==> src/rtl/spi_slv16.sv <==
// spi_slv16 : 16-bit SPI responder (mode 3, MSB first).
//
// SCLK idles high. Data changes on the SCLK fall and is sampled on the SCLK
// rise. The module receives one 16-bit word on MOSI and returns a preloaded
// response word on MISO. It is used as the bench model of the inertial/A2D
// slave and as the RTL slave for bring-up.
//
// Parameters
//   SYNC_STAGES  metastability flops on SS_n/SCLK/MOSI (legal 2..3)
//
// Ports
//   clk          system clock, all logic on posedge
//   rst          asynchronous active-high reset
//   SS_n         slave select, active low, asynchronous to clk
//   SCLK         serial clock, idles high, asynchronous to clk
//   MOSI         serial data from master
//   MISO         serial data to master (shift register MSB)
//   wrt          1-clk strobe: latch tx_data into the transmit buffer
//   tx_data      response word for the next frame
//   rx_data      last complete word received
//   rdy          1-clk pulse when rx_data updates
//   err          1-clk pulse when a frame ends with other than 16 SCLK rises
//   o_dbg_state  current FSM state (IDLE=0, FRONT=1, SHIFT=2)
//
// Build option
//   MISO_TRISTATE_EN  when defined, MISO is high-Z while deselected (shared
//                     bus). Otherwise MISO is always driven and holds its last
//                     value between frames.
//
// Requires f_clk >= 8x f_SCLK.
module spi_slv16 #(
  parameter int SYNC_STAGES = 2
) (
  input  logic        clk,
  input  logic        rst,
  input  logic        SS_n,
  input  logic        SCLK,
  input  logic        MOSI,
  output logic        MISO,
  input  logic        wrt,
  input  logic [15:0] tx_data,
  output logic [15:0] rx_data,
  output logic        rdy,
  output logic        err,
  output logic [1:0]  o_dbg_state
);

  typedef enum logic [1:0] {IDLE = 2'd0, FRONT = 2'd1, SHIFT = 2'd2} state_t;

  // Synchronizers plus one extra sample of SS_n/SCLK for edge detection.
  logic [SYNC_STAGES-1:0] r_ss_sync;
  logic [SYNC_STAGES-1:0] r_sclk_sync;
  logic [SYNC_STAGES-1:0] r_mosi_sync;
  logic                   r_ss_prev;
  logic                   r_sclk_prev;
  // r_warm fills with ones once the chain carries real pin samples. r_armed
  // is set only after SS_n has been seen high from the pin. This prevents a
  // reset taken with SS_n held low from producing a false fall edge.
  logic [SYNC_STAGES-1:0] r_warm;
  logic                   r_armed;

  logic w_ss, w_sclk, w_mosi;
  logic w_ss_fall, w_ss_rise, w_sclk_rise, w_sclk_fall;

  assign w_ss        = r_ss_sync[SYNC_STAGES-1];
  assign w_sclk      = r_sclk_sync[SYNC_STAGES-1];
  assign w_mosi      = r_mosi_sync[SYNC_STAGES-1];
  assign w_ss_fall   = r_armed & r_ss_prev & ~w_ss;
  assign w_ss_rise   = ~r_ss_prev & w_ss;
  assign w_sclk_rise = ~r_sclk_prev & w_sclk;
  assign w_sclk_fall = r_sclk_prev & ~w_sclk;

  always_ff @(posedge clk or posedge rst) begin
    if (rst) begin
      r_ss_sync   <= '1;
      r_sclk_sync <= '1;
      r_mosi_sync <= '0;
      r_ss_prev   <= 1'b1;
      r_sclk_prev <= 1'b1;
      r_warm      <= '0;
      r_armed     <= 1'b0;
    end else begin
      r_ss_sync   <= {r_ss_sync[SYNC_STAGES-2:0], SS_n};
      r_sclk_sync <= {r_sclk_sync[SYNC_STAGES-2:0], SCLK};
      r_mosi_sync <= {r_mosi_sync[SYNC_STAGES-2:0], MOSI};
      r_ss_prev   <= w_ss;
      r_sclk_prev <= w_sclk;
      r_warm      <= {r_warm[SYNC_STAGES-2:0], 1'b1};
      if (r_warm[SYNC_STAGES-1] && w_ss) r_armed <= 1'b1;
    end
  end

  // FSM state and datapath registers.
  state_t      r_state;
  state_t      w_nxt;
  logic [15:0] r_tx_buf;
  logic [15:0] r_shft;
  logic [4:0]  r_bit_cnt;
  logic        r_mosi_smpl;

  logic w_load, w_sample, w_shift, w_done, w_err;

  always_ff @(posedge clk or posedge rst) begin
    if (rst) r_state <= IDLE;
    else     r_state <= w_nxt;
  end

  always_comb begin
    w_nxt    = r_state;
    w_load   = 1'b0;
    w_sample = 1'b0;
    w_shift  = 1'b0;
    w_done   = 1'b0;
    w_err    = 1'b0;
    case (r_state)
      IDLE: begin
        if (w_ss_fall) begin
          w_load = 1'b1;
          w_nxt  = FRONT;
        end
      end
      FRONT: begin
        // The fall before the first rise is the front porch. It is not a shift.
        if (w_ss_rise) begin
          w_err = 1'b1;
          w_nxt = IDLE;
        end else if (w_sclk_rise) begin
          w_sample = 1'b1;
          w_nxt    = SHIFT;
        end
      end
      SHIFT: begin
        if (w_ss_rise) begin
          // No SCLK fall follows the 16th rise, so the last bit goes in here.
          w_shift = 1'b1;
          if (r_bit_cnt == 5'd16) w_done = 1'b1;
          else                    w_err  = 1'b1;
          w_nxt = IDLE;
        end else begin
          w_sample = w_sclk_rise;
          w_shift  = w_sclk_fall;
        end
      end
      default: w_nxt = IDLE;
    endcase
  end

  always_ff @(posedge clk or posedge rst) begin
    if (rst) begin
      r_tx_buf    <= '0;
      r_shft      <= '0;
      r_bit_cnt   <= '0;
      r_mosi_smpl <= 1'b0;
      rx_data     <= '0;
      rdy         <= 1'b0;
      err         <= 1'b0;
    end else begin
      if (wrt) r_tx_buf <= tx_data;
      // A wrt in the same clock as the frame start takes effect immediately.
      if (w_load) begin
        r_shft    <= wrt ? tx_data : r_tx_buf;
        r_bit_cnt <= '0;
      end else if (w_shift) begin
        r_shft <= {r_shft[14:0], r_mosi_smpl};
      end
      if (w_sample) begin
        r_mosi_smpl <= w_mosi;
        // Saturate at 17 so overlong frames still end with err.
        if (r_bit_cnt != 5'd17) r_bit_cnt <= r_bit_cnt + 5'd1;
      end
      if (w_done) rx_data <= {r_shft[14:0], r_mosi_smpl};
      rdy <= w_done;
      err <= w_err;
    end
  end

`ifdef MISO_TRISTATE_EN
  assign MISO = w_ss ? 1'bz : r_shft[15];
`else
  assign MISO = r_shft[15];
`endif

  assign o_dbg_state = r_state;

endmodule

==> config.mk <==
export PLATFORM = sky130hd
export DESIGN_NAME = spi_slv16
export DESIGN_NICKNAME = d
export VERILOG_FILES = /design/src/rtl/spi_slv16.sv
export SDC_FILE = /design/constraint.sdc
export NUM_CORES = 1
export LEC_CHECK = 0
export BUFFER_PORTS_ARGS = -buffer_cell sky130_fd_sc_hd__clkbuf_2
export CAP_MARGIN = 20
export CORE_UTILIZATION = 51
export DETAILED_ROUTE_END_ITERATION = 8
export PLACE_DENSITY = 0.8
export SETUP_SLACK_MARGIN = 0.4
export SYNTH_ARGS = -nofsm -noshare
export SYNTH_HDL_FRONTEND = slang
export SYNTH_SLANG_ARGS = --single-unit
==> constraint.sdc <==
create_clock -name clk -period 1.85 [get_ports clk]
set_input_delay 0.2775 -clock clk [delete_from_list [all_inputs] [get_ports clk]]
set_output_delay 0.2775 -clock clk [all_outputs]
set_load 0.05 [all_outputs]
==> After elaboration in Yosys (flattened, before gate mapping) <==
Index checks and enable logic that the tools add are counted.
{ "word_totals": {"mem_count": 0, "out_inout_bits": 21, "ram_bits": 0, "mem_bits_ro": 0, "regBits": 69, "latch_bits": 0, "in_bits": 22, "elab_cells": 62} }
{ "classes": {"div": 0, "magnitude_cmp": 0, "n_addsub": 1, "bitwise": 9, "shift": 0, "eq_ne": 7, "muxes": 26, "reduce_logical": 4, "n_mul": 0} }
{ "op_table": {"columns": ["op", "count"], "rows": [
  ["$mux 16", 3],
  ["$mux 5", 3],
  ["$mux 1", 13],
  ["$mux 2", 4],
  ["$pmux 2 s3", 1],
  ["$add 5x1->5 const B", 1],
  ["$and 1x1->1", 5],
  ["$eq 5x5->1 const B", 1],
  ["$ne 5x5->1 const B", 1],
  ["$ne 2x2->1 const B", 2],
  ["$not 1->1", 4],
  ["$pmux 1 s2", 2],
  ["$ne 3x3->1 const B", 1],
  ["$reduce_and 3->1", 1],
  ["$eq 2x1->1 const B", 1],
  ["$eq 2x2->1 const B", 1],
  ["$logic_not 2->1", 1],
  ["$reduce_bool 2->1", 1],
  ["$logic_and 1x1->1", 1]
]} }

==> Longest topological paths before layout <==
{ "depth": {"depth_word": 7, "depth_mapped": 7, "depth_no_buf": 6} }

==> Least setup slack after synthesis <==
OpenSTA, ideal clock, no wires.
{ "synth_timing": {"kind": "register -> register", "start": "reg r_state[1], in the netlist o_dbg_state[1]", "end": "reg r_bit_cnt[4]", "arrival_ns": 1.859, "path_stages_with_launch": 7, "synth_period_minus_slack_ns": 1.977, "slack_ns": -0.127, "setup_time_ns": 0.118, "cell_sequence": "dfrtp_1 > inv_1 > ha_1 > nand3b_1 > nor3_1 > mux2_2 > a21o_1"} }
{ "synth_via": {"elab_chain_len": 5} }
{ "synth_rtl": {"columns": ["element", "line", "text"], "rows": [
  ["from (decl)", "94", "state_t r_state;"],
  ["from (signal assigned)", "105", "else r_state <= w_nxt;"],
  ["$logic_not 2->1", "115", "case (r_state)"],
  ["$mux 1", "115", null],
  ["$mux 5", "160", "if (w_load) begin"],
  ["$mux 5", "169", "if (r_bit_cnt != 5'd17) r_bit_cnt <= r_bit_cnt + 5'd1;"],
  ["$mux 5 (*)", "166", "if (w_sample) begin"],
  ["to (signal assigned)", "169", null],
  ["to (decl)", "98", "logic [4:0] r_bit_cnt;"]
]} }
Every way passes the cells marked *; elsewhere a longest branch is shown, timed or not.
A chain may end at the register's enable or synchronous reset.

==> Final worst setup path <==
{ "layout_timing": {"start": "reg r_bit_cnt[1]", "end": "reg rx_data[6]"} }
{ "layout_via": {"elab_chain_len": 4} }
{ "layout_rtl": {"columns": ["element", "line", "text"], "rows": [
  ["$eq 5x5->1", "136", "if (r_bit_cnt == 5'd16) w_done = 1'b1;"],
  ["$mux 1", "136", null],
  ["$mux 1", "133", "if (w_ss_rise) begin"],
  ["$mux 1", "115", null],
  ["to (signal assigned)", "171", "if (w_done) rx_data <= {r_shft[14:0], r_mosi_smpl};"],
  ["to (decl)", "42", "output logic [15:0] rx_data,"]
]} }
Every way passes these cells.

==> results.md <==
* Status: complete, no violations
* Peak VDD IR at 0.7365 mV
* Num rows at 27
* Fmax at 588.0 MHz
* Vias in the first global route at 1879
* Initial Util at 53.06%
* Die area at 6035 um2
* MaxCap Viol Count at 0
* All-layer global routing usage at 19.98%
* Area of the core at 5507 um2
* CP Capture Point: rx_data[6]
* Synth area leaders: dfrtp_1, mux2_2, mux2i_1
* CTS Root Cell: clkbuf_8
* FF+latch count, synth at 69
* Final worst-path setup slack at 0.1494 ns
* R2r startpoint: r_bit_cnt[1]
* Post-Syn Area at 2922 um2
* Top cell type's share of synthesized area at 53.96%
* Clock transition at path regs at 0.07 ns
* Detail Placement HPWL at 3263 um
* Antenna viol nets, final at 0
* Fraction of registers with async set or reset after synthesis at 100.0%
* Initial antenna violation count at 0
* Drt initial violations at 118
* Nets@finish at 308
* Syn_nets at 242
* Final Hold Fails at 0
* Top FF cell, synth: dfrtp_1
* Final core occ at 68.92%
* Via count at 1849
* Post-Layout Inst Area at 3795 um2
* Syn_area_per_cell at 13.65 um2
* Layout fillers at 368
* Placed Cells at 324
* Data arrival, critical path at 1.93 ns
* Final wirelength at 5704 um
* Crit Path Category: register to register
* Cell count after synthesis at 214
* First-pass GRT wire length at 9018 um
* RSZ-0062 raised after global routing: true
* Worst-Skew Late Latency at 0.35 ns
* # port buffers at 42
* Critical Path End Type: register
* Critical path fanouts, max at 4
* Area Overhead vs Synth at 29.89%
* Drt wl/cell at 15.98 um
* Post-Route Skew at 0.009881 ns
* Finished Layout Cells at 357
* Setup TNS at 0 ns
* Worst reg2reg path depth at 6
* Largest net degree at the start of global routing at 51
* Routability cong. at 0.7421
* CP startpoint: r_bit_cnt[1]
* Die H at 77.69 um
* Final setup viols at 0
* Worst EP required at 2.08 ns
* Most common cell after layout, fill and taps aside: dfrtp_1
* Final Slew Violations at 0
* Die W at 77.69 um
* Tightest Hold Check Type: input port to register
* 1st-pass router iterations at 4
* Power per cell area at 1222 nW/um2
* Period Utilization, post-route at 91.93%
* Htree depth at 3
* Register area share after synthesis at 59.36%
* Antenna Cells at 0
* Inserted Clock Buffers at 9
* Min Hold Slack at 0.04136 ns
* Grt total ovfl at 0
* Crit start category: register
* Vias/cell at 5.179
* Max clock buf depth at 2
* Dpl ws at 0.04765 ns
* DRC at 0
* Period minus WS final at 1.701 ns
* Setup slack, reg-to-reg at 0.15 ns
* Leakage power figure at 1.855 nW
* Layout cells sized above 1 at 49.47%
* Syn. warnings at 0
* IO Count at 43
* Count of different cell masters after synthesis at 34
* Post-synth EDFFs at 0
* Total power at 4.637 mW
* CTS sink count at 69
* Reg2reg end: rx_data[6]
* CTS tree: built
* Most area-hungry cell type in the Yosys netlist: dfrtp_1
* DP Area at 3234 um2
* Commonest non-fill, non-tap cells in the layout: dfrtp_1, clkbuf_2, mux2i_1
[cell usage after synthesis (2+ instances only)]
master    number
mux2i_1       20
dfstp_2        6
nand3_1        3
nand2b_1       2
clkbuf_1       3
nand2_1        7
buf_12         2
nand3b_1       2
nor3_1         3
mux2_4         9
o21ai_0        2
a21oi_1       17
buf_2          3
inv_1          6
mux2_2        25
a21o_1         2
nor2_1        17
ha_1           6
dfrtp_1       63
buf_6          2
[registers in the layout, summed over array words and instances, names as in the netlist]
register     count
rdy              1
r_armed          1
r_sclk_sync      2
r_shft          16
r_mosi_sync      2
r_ss_sync        2
rx_data         16
err              1
r_mosi_smpl      1
o_dbg_state      2
r_ss_prev        1
r_tx_buf        16
r_sclk_prev      1
r_bit_cnt        5
r_warm           2
[layer usage]
layer	track usage [%]	wire length, um	vias up
li1	-	-	869
met1	25.95	2601	915
met2	31.50	2739	52
met3	5.529	255	13
met4	8.491	107	0
met5	0	0	-
[power by group]
part | internal (mW) | leakage, nW | total, mW | switching, mW
combinational | 0.558 | 0.901 | 1.15 | 0.590
clock | 0.929 | 0.119 | 1.51 | 0.577
sequential | 1.78 | 0.835 | 1.98 | 0.199
total | 3.27 | 1.86 | 4.64 | 1.37
[worst max-delay path, stage by stage (launching register included)]
cell and delay [ns]:
dfrtp_1 0.40, inv_2 0.09, ha_4 0.12, nor4bb_4 0.22, and3_4 0.30, clkbuf_16 0.17, mux2_4 0.29
[logic make-up after synthesis]
| family | Yosys count | share of synthesized area (%) |
|---|---|---|
| xor+xnor | 1 | 0.2998 |
| simple gates | 43 | 7.752 |
| compound gates | 24 | 4.968 |
| buf+inv | 16 | 3.811 |
| flops | 69 | 59.36 |
| mux | 54 | 21.11 |
| other cells | 1 | 0.1284 |
| fa+ha+maj | 6 | 2.570 |
[layout make-up]
class,count,area [um2],area share [%]
flip-flops and latches,69,1738,45.80
multi-input cells,129,1190,31.36
inverters,6,26.28,0.6924
clock inverters,6,110.1,2.901
clock buffers,10,137.6,3.627
well taps,72,90.09,2.374
repair buffers,65,503.0,13.25
[what timing repair did]
action | 4_1_cts | 5_1_grt
setup endpoints to repair | 39 | 39
buffers inserted | 6 | 5
hold endpoints to repair | 15 | 0
resized for setup | 12 | 20
pin swaps | 3 | 21
hold buffers | 3 | 0
cloned | 2 | 1
[worst min path at each step]
stage          from        endpoint  slack, ns  cells after the start
6_report       MOSI  r_mosi_sync[0]       0.04                      1
5_1_grt        MOSI  r_mosi_sync[0]       0.03                      1
3_3_place_gp    rst     r_tx_buf[1]       0.30                      2
3_5_place_dp    rst     r_tx_buf[1]       0.31                      2
4_1_cts        MOSI  r_mosi_sync[0]       0.03                      1
2_1_floorplan  SCLK  r_sclk_sync[0]       0.28                      0
No activity file was read; power rests on OpenSTA's default activity.
